===== src/rtl/arbitro_registro_rr.sv =====
// Round-robin write arbiter in front of one shared enabled D register.
// Each grant drives EN/D for one cycle, then pulses ack to the winner.
module arbitro_registro_rr #(
  parameter int N_REQ = 4,
  parameter int WIDTH = 4
) (
  input  logic                     clk,
  input  logic                     rst_n,
  input  logic [N_REQ-1:0]         req,
  input  logic [N_REQ*WIDTH-1:0]   d_in,
  output logic [N_REQ-1:0]         gnt,
  output logic [N_REQ-1:0]         ack,
  output logic                     en_out,
  output logic [WIDTH-1:0]         d_out,
  output logic [1:0]               owner,
  output logic                     busy
);

  // state | meaning
  // IDLE  | waiting for a request; winner chosen on the edge leaving IDLE
  // WRITE | en_out high, shared register captures d_out at end of cycle
  // ACK   | ack pulse to winner; pointer rotates and owner updates on exit
  typedef enum logic [1:0] {IDLE, WRITE, ACK} state_t;

  state_t             state;
  logic [1:0]         ptr;
  logic [1:0]         win_q;
  logic [1:0]         win_idx;
  logic               found;
  logic [N_REQ-1:0]   win_oh;
  logic [WIDTH-1:0]   win_data;
  logic [1:0]         ptr_next;

  // Indices at or above ptr always beat those below it; within each group
  // the descending loop leaves the lowest index as the final assignment.
  always_comb begin
    found    = 1'b0;
    win_idx  = '0;
    win_oh   = '0;
    win_data = '0;
    for (int i = N_REQ-1; i >= 0; i--) begin
      if (req[i] && (i < int'(ptr))) begin
        found     = 1'b1;
        win_idx   = 2'(i);
        win_oh    = '0;
        win_oh[i] = 1'b1;
        win_data  = d_in[i*WIDTH +: WIDTH];
      end
    end
    for (int i = N_REQ-1; i >= 0; i--) begin
      if (req[i] && (i >= int'(ptr))) begin
        found     = 1'b1;
        win_idx   = 2'(i);
        win_oh    = '0;
        win_oh[i] = 1'b1;
        win_data  = d_in[i*WIDTH +: WIDTH];
      end
    end
  end

  assign ptr_next = (win_q == 2'(N_REQ-1)) ? 2'd0 : win_q + 2'd1;

  always_ff @(posedge clk or negedge rst_n) begin
    if (!rst_n) begin
      state  <= IDLE;
      ptr    <= '0;
      win_q  <= '0;
      gnt    <= '0;
      ack    <= '0;
      en_out <= 1'b0;
      d_out  <= '0;
      owner  <= '0;
      busy   <= 1'b0;
    end else begin
      case (state)
        IDLE: begin
          ack <= '0;
          if (found) begin
            gnt    <= win_oh;
            d_out  <= win_data;
            win_q  <= win_idx;
            en_out <= 1'b1;
            busy   <= 1'b1;
            state  <= WRITE;
          end else begin
            gnt <= '0;
          end
        end
        WRITE: begin
          en_out <= 1'b0;
          ack    <= gnt;
          state  <= ACK;
        end
        ACK: begin
          ack   <= '0;
          gnt   <= '0;
          owner <= win_q;
          ptr   <= ptr_next;
          busy  <= 1'b0;
          state <= IDLE;
        end
        default: begin
          en_out <= 1'b0;
          ack    <= '0;
          gnt    <= '0;
          busy   <= 1'b0;
          state  <= IDLE;
        end
      endcase
    end
  end

endmodule


===== config.mk =====
export PLATFORM = sky130hd
export DESIGN_NAME = arbitro_registro_rr
export DESIGN_NICKNAME = d
export VERILOG_FILES = /design/src/rtl/arbitro_registro_rr.sv
export SDC_FILE = /design/constraint.sdc
export NUM_CORES = 1
export LEC_CHECK = 0
export ABC_AREA = 1
export BUFFER_PORTS_ARGS = -buffer_cell sky130_fd_sc_hd__buf_2
export CAP_MARGIN = 20
export CORE_ASPECT_RATIO = 0.5
export CORE_UTILIZATION = 40
export DETAILED_ROUTE_END_ITERATION = 10
export PLACE_DENSITY = 0.77
export SLEW_MARGIN = 20
export SYNTH_ARGS = -nofsm -noshare
export SYNTH_HDL_FRONTEND = slang
export SYNTH_SLANG_ARGS = --single-unit

===== constraint.sdc =====
create_clock -name clk -period 1.17 [get_ports clk]
set_input_delay 0.234 -clock clk [delete_from_list [all_inputs] [get_ports clk]]
set_output_delay 0.234 -clock clk [all_outputs]
set_load 0.05 [all_outputs]

==> flow_summary.json, run 1 <==
{
  "status": "finished with violations",
  "violations": "setup timing",
  "num_io_pins": 38,
  "leakage_nw": 0.9795,
  "syn_inst": 164,
  "synth_enable_flop_cells": 0,
  "critPathKind": "reg2reg",
  "r2r.worst_path.cells": 7,
  "synth_flop_cell": "dfrtp_1",
  "die-width_microns": 80.18,
  "fp-row-count": 13,
  "layout_commonest_cell": "buf_2",
  "core_sq_um": 2749,
  "ys_ff_latch": 22,
  "antenna_found_initial": 0,
  "start_kind": "flop",
  "grt_pass1_wl_microns": 5568,
  "die_h_microns": 41.09,
  "cts_root_buf": "clkbuf_8",
  "yosysUniqueCellTypes": 26,
  "cts.sinks": 22,
  "rrSetupSlack_ns": -0.14,
  "worst_ep_arrival_time_ns": 1.51,
  "max-slew-margin-rel_pct": 66.53,
  "setup_slack_ns": -0.1419,
  "vias_per_cell": 5.301,
  "final_cell_mix": "buf_2, nand2_1, nor2_1, buf_4, dfrtp_1",
  "hold_viol": 0,
  "track_usage_pct": 24.13,
  "dp_hpwl_microns": 2383,
  "worst_setup_path_end_kind": "flop",
  "rsz0062_at_grt": "true",
  "syn-mean-instance-area_sq_um": 7.454,
  "drive_above_1_share_pct": 45.85,
  "totalWireLength_microns": 3942,
  "dp_cells": 253,
  "syn_area_sq_um": 1222,
  "maxSlewViolCount": 0,
  "synth_nets": 187,
  "skew_ns": 0.007778,
  "drt-initial-drc-count": 96,
  "worst_pin_slew_ns": 0.5020,
  "tns_ns": -0.6675,
  "maxCapViolCount": 0,
  "h-tree-depth": 1,
  "insertion_delay_ns": 0.27,
  "gp_congestion": 0.9795,
  "fin_hold_ws_ns": 0.2709,
  "grt_max_degree": 23,
  "cts_buffers": 3,
  "dieArea_sq_um": 3295,
  "place.port_buffers": 37,
  "fin_cells": 266,
  "overflow": 0,
  "cts_buffer_depth": 2,
  "ir_drop_uv": 1097,
  "cp_max_fo": 4,
  "clk_pin_slew_ns": 0.09,
  "vias": 1410,
  "holdPathStages": 5,
  "r2r_end": "d_out[2]$_DFFE_PN0P_",
  "cp.required_ns": 1.37,
  "drc": 0,
  "reg2reg_from": "ptr[1]$_DFFE_PN0N_",
  "start_util_pct": 44.47,
  "p_per_area_nw_per_um2": 2777,
  "setup_viol": 9,
  "first_global_vias": 1213,
  "period_share_pct": 112.1,
  "diodes": 0,
  "routedWlPerCell_microns": 14.82,
  "async_reset_ff_share_pct": 100.0,
  "min_to": "d_out[3]$_DFFE_PN0P_",
  "hp-start": "d_in[15]",
  "yosysWarnings": 0,
  "cts_tree": "yes",
  "hold_path.class": "in2reg",
  "area_growth_syn_to_layout_pct": 49.64,
  "fmax_mhz": 762.2,
  "ys_seq_area_share_pct": 45.04,
  "place_ws_ns": -0.1638,
  "fin_nets": 253,
  "fin_crit_ns": 1.312,
  "first_pass_iters": 4,
  "antenna_left": 0
}
[sequential cells by signal (all words and copies together), names as in the netlist]
name / count
ack: 4
d_out: 4
gnt: 4
owner: 2
ptr: 2
state: 2
win_q: 2
busy: 1
en_out: 1
[report_power, final]
part | total (mW) | internal, mW | switching, mW | leakage (nW)
clock | 0.569 | 0.301 | 0.268 | 0.0288
sequential | 1.32 | 1.09 | 0.234 | 0.275
combinational | 3.19 | 1.08 | 2.10 | 0.676
[worst max-delay path by stage]
stage,startpoint,endpoint,slack (ns),depth (start not counted)
after detailed placement,ptr[1]$_DFFE_PN0N_,gnt[0]$_DFFE_PN0P_,-0.16,6
after floorplan,ptr[1]$_DFFE_PN0N_,d_out[3]$_DFFE_PN0P_,0.04,8
after global placement,ptr[1]$_DFFE_PN0N_,gnt[0]$_DFFE_PN0P_,-0.15,6
final,ptr[1]$_DFFE_PN0N_,d_out[2]$_DFFE_PN0P_,-0.14,7
after global routing,ptr[1]$_DFFE_PN0N_,d_out[2]$_DFFE_PN0P_,-0.16,7
after CTS,ptr[1]$_DFFE_PN0N_,gnt[0]$_DFFE_PN0P_,-0.07,6
[cell usage after synthesis (all sizes together), types with 2 or more instances]
| cell | number | area, sq um |
|---|---|---|
| nand2 | 42 | 177.7 |
| inv | 25 | 93.84 |
| a21oi | 2 | 10.01 |
| nor2 | 30 | 115.1 |
| clkinv | 2 | 8.750 |
| o22ai | 2 | 12.51 |
| dfrtp | 22 | 550.5 |
| o21ai | 13 | 65.06 |
| nand3 | 17 | 102.6 |
[timing repair]
| action | CTS | global route |
|---|---|---|
| hold buffers | 1 | 0 |
| setup endpoints to repair | 10 | 11 |
| resized for setup | 13 | 32 |
| pin swaps | 12 | 12 |
| gates cloned | 0 | 0 |
| setup buffers | 5 | 3 |
| endpoints found under the hold margin | 22 | 0 |
[through the flow]
stage / utilization (%) / area (sq um) / total power, mW
2_1_floorplan: - / 1222 / 3.094
3_3_place_gp: 56.85 / 1563 / 3.831
3_5_place_dp: 56.85 / 1563 / 3.888
4_1_cts: 62.54 / 1719 / 4.641
5_1_grt: 66.55 / 1829 / 5.369
6_report: 66.55 / 1829 / 5.081
[per-layer routing]
layer	GRT usage [%]	routed length [microns]	vias to the layer above	share of wire (%)
met1	28.53	1550	649	39
met5	0	0	-	0
met3	4.667	364	29	9.2
li1	-	-	648	-
met4	14.73	208	0	5.3
met2	43.38	1819	84	46
[kinds of logic after synthesis]
group                    count (synthesis)  synth area share, %
flip-flops                              22                45.04
AND/OR/NAND/NOR                         91                33.27
AO/OA/AOI/OAI                           22                11.36
adder cells (fa/ha/maj)                  1                1.023
buffers and inverters                   28                9.313
[area by class of cell]
class	instances	area (sq um)
Fill cell	220	919.6
Multi-Input combinational cell	114	680.7
Sequential cell	22	553.0
Timing Repair Buffer	62	379.1
Inverter	27	115.1
Clock buffer	4	55.05
Tap cell	37	46.29
[critical path, stage by stage (launching register included)]
cell and delay (ns):
dfrtp_2 0.47, inv_4 0.13, buf_4 0.13, buf_4 0.10, nand3_1 0.05, o21ai_1 0.17, nor2_1 0.08, a21oi_2 0.11
Note: power is estimated with default switching activity, not from simulation.
==> run 2: changes to the inputs <==
--- a/config.mk
+++ b/config.mk
@@ -9,9 +9,10 @@
 export BUFFER_PORTS_ARGS = -buffer_cell sky130_fd_sc_hd__buf_2
 export CAP_MARGIN = 20
 export CORE_ASPECT_RATIO = 0.5
-export CORE_UTILIZATION = 40
+export CORE_UTILIZATION = 45
 export DETAILED_ROUTE_END_ITERATION = 10
-export PLACE_DENSITY = 0.77
+export PLACE_DENSITY = 0.84
+export SKIP_LAST_GASP = 1
 export SLEW_MARGIN = 20
 export SYNTH_ARGS = -nofsm -noshare
 export SYNTH_HDL_FRONTEND = slang
==> run 2 against run 1 <==
The flow still finishes with violations (setup timing); critical path depth up 1; global-route usage rose by 5.6 points; largest power group unchanged; register-to-register slack got worse by 0.03 ns; non-clock buffer count decreased by 4; largest cell class unchanged.
==> flow_summary.json, run 2 (synthesis gave the netlist of run 1 again) <==
{
  "crit_chain": "inv_4, nand2_4, nand2_4, or2_1, nand3_1, nand2_1, nand2_1, nand2_1",
  "first_pass_iters": 5,
  "cts_root_buf": "clkbuf_8",
  "worst_setup_path_end_kind": "flop",
  "nFillCells": 159,
  "vias_per_cell": 5.623,
  "fin_util_pct": 74.58,
  "ir_drop_uv": 1164,
  "period_share_pct": 114.9,
  "max-slew-margin-rel_pct": 66.20,
  "top_regs": "ack x4, d_out x4, gnt x4",
  "die-width_microns": 75.71,
  "cp_top_family": "simple AND/OR/NAND/NOR gates",
  "maxSlewViolCount": 0,
  "crit_top_cell": "nand2_1",
  "maxCapViolCount": 0,
  "track_usage_pct": 29.74,
  "cts_buffer_depth": 2,
  "layout_commonest_cell": "buf_2",
  "slowest_stage": "dfrtp_2",
  "worst_ep_arrival_time_ns": 1.51,
  "diodes": 0,
  "drt-initial-drc-count": 104,
  "drc": 0,
  "cp_max_fo": 4,
  "fin_nets": 249,
  "cts_tree": "yes",
  "fp-row-count": 12,
  "totalWireLength_microns": 4180,
  "rsz0062_at_grt": "true",
  "crit_buf_inv": 1,
  "multiInputGateArea_sq_um": 646.9,
  "core_sq_um": 2387,
  "dieArea_sq_um": 2942,
  "hold_viol": 0,
  "start_kind": "flop",
  "tns_ns": -1.029,
  "grt_pass1_wl_microns": 6016,
  "violations": "setup timing",
  "fmax_mhz": 744.0,
  "worst_pin_slew_ns": 0.5071,
  "dp_hpwl_microns": 2381,
  "cts.sinks": 22,
  "place.port_buffers": 37,
  "drive_above_1_share_pct": 42.67,
  "hold_path.class": "in2reg",
  "skew_ns": 0.001757,
  "antenna_left": 0,
  "vias": 1462,
  "setup_viol": 10,
  "cts_buffers": 3,
  "clk_pin_slew_ns": 0.09,
  "leakage_nw": 0.9594,
  "overflow": 0,
  "status": "finished with violations",
  "critPathKind": "reg2reg",
  "grt_max_degree": 23,
  "num_io_pins": 38,
  "regArea_sq_um": 551.8,
  "first_global_vias": 1288,
  "final_cell_mix": "buf_2, nand2_1, nor2_1, dfrtp_1, inv_1",
  "rrSetupSlack_ns": -0.17,
  "start_util_pct": 51.21,
  "cp_slowest_stage_delay_ns": 0.47,
  "h-tree-depth": 1,
  "fin_crit_ns": 1.344,
  "gp_congestion": 0.9167,
  "insertion_delay_ns": 0.27,
  "die_h_microns": 38.86,
  "antenna_found_initial": 0,
  "p_per_area_nw_per_um2": 2878,
  "setup_slack_ns": -0.1742,
  "routedWlPerCell_microns": 16.08,
  "area_growth_syn_to_layout_pct": 45.65,
  "cp.required_ns": 1.34
}
[run 2: cell types whose count changed in the layout (fill, tap and decap cells not counted), moves of 2 or more]
cell | before | now
nor2_1 | 23 | 27
buf_2 | 37 | 34
nand2_2 | 3 | 6
clkbuf_4 | 0 | 3
nand2_4 | 9 | 7
o21ai_0 | 6 | 9
nor2_2 | 4 | 2
inv_4 | 3 | 1
buf_4 | 23 | 19
o21ai_1 | 6 | 4
nor2_4 | 3 | 1
[run 2: path summary, 6_finish.rpt]
check / startpoint / end / depth (start not counted)
min in group asynchronous: rst_n / gnt[3]$_DFFE_PN0P_ / 2
worst max-delay path: ptr[1]$_DFFE_PN0N_ / d_out[3]$_DFFE_PN0P_ / 8
max in group asynchronous: rst_n / ptr[1]$_DFFE_PN0N_ / 2
worst min-delay path: d_in[1] / d_out[1]$_DFFE_PN0P_ / 5
worst max register to register: ptr[1]$_DFFE_PN0N_ / d_out[3]$_DFFE_PN0P_ / 8
worst min register to register: busy$_DFFE_PN0P_ / busy$_DFFE_PN0P_ / 2
[run 2: metal layers]
layer	global-route usage, %	share of wire (%)
met1	36.01	40
met2	46.65	43
met3	9.896	11
met4	18.06	5.6
met5	0	0
[run 2: worst register-to-register path: cells and delay by family (launching register included)]
| family | cells | cell delay, ns |
|---|---|---|
| buffers and inverters | 1 | 0.09 |
| DFF | 1 | 0.47 |
| and+or+nand+nor | 7 | 0.69 |
[run 2: cell type report]
| class | instances | share of cell area [%] |
|---|---|---|
| clock buffers | 3 | 2.319 |
| flip-flops and latches | 22 | 30.99 |
| inverters | 27 | 6.184 |
| repair buffers | 58 | 20.03 |
| well taps | 35 | 2.460 |
| clock inverters | 1 | 1.687 |
| multi-input cells | 114 | 36.33 |
[run 2: stage by stage]
| stage | instances | worst slack [ns] | hold slack [ns] | cell area, sq um | power (mW) |
|---|---|---|---|---|---|
| 2_1_floorplan | 164 | 0.04086 | -0.06159 | 1222 | 3.094 |
| 3_3_place_gp | 251 | -0.1166 | 0.2233 | 1560 | 3.787 |
| 3_5_place_dp | 251 | -0.2192 | 0.2300 | 1560 | 3.862 |
| 4_1_cts | 259 | -0.08960 | 0.3120 | 1717 | 4.755 |
| 5_1_grt | 260 | -0.2235 | 0.3444 | 1780 | 5.315 |
| 6_report | 260 | -0.1742 | 0.3088 | 1780 | 5.124 |
[run 2: power breakdown]
part / internal, mW / leakage [nW] / total (mW) / switching [mW]
Combinational: 0.962 / 0.648 / 3.06 / 2.10
Sequential: 1.09 / 0.276 / 1.31 / 0.229
Clock: 0.458 / 0.0357 / 0.746 / 0.288
Total: 2.51 / 0.959 / 5.12 / 2.62
[run 2: timing repair]
item / CTS / global route
resized for setup: 17 / 18
pin swaps: 5 / 6
setup endpoints to repair: 10 / 14
hold buffers: 1 / 0
buffers inserted: 4 / 1
endpoints found under the hold margin: 22 / 0
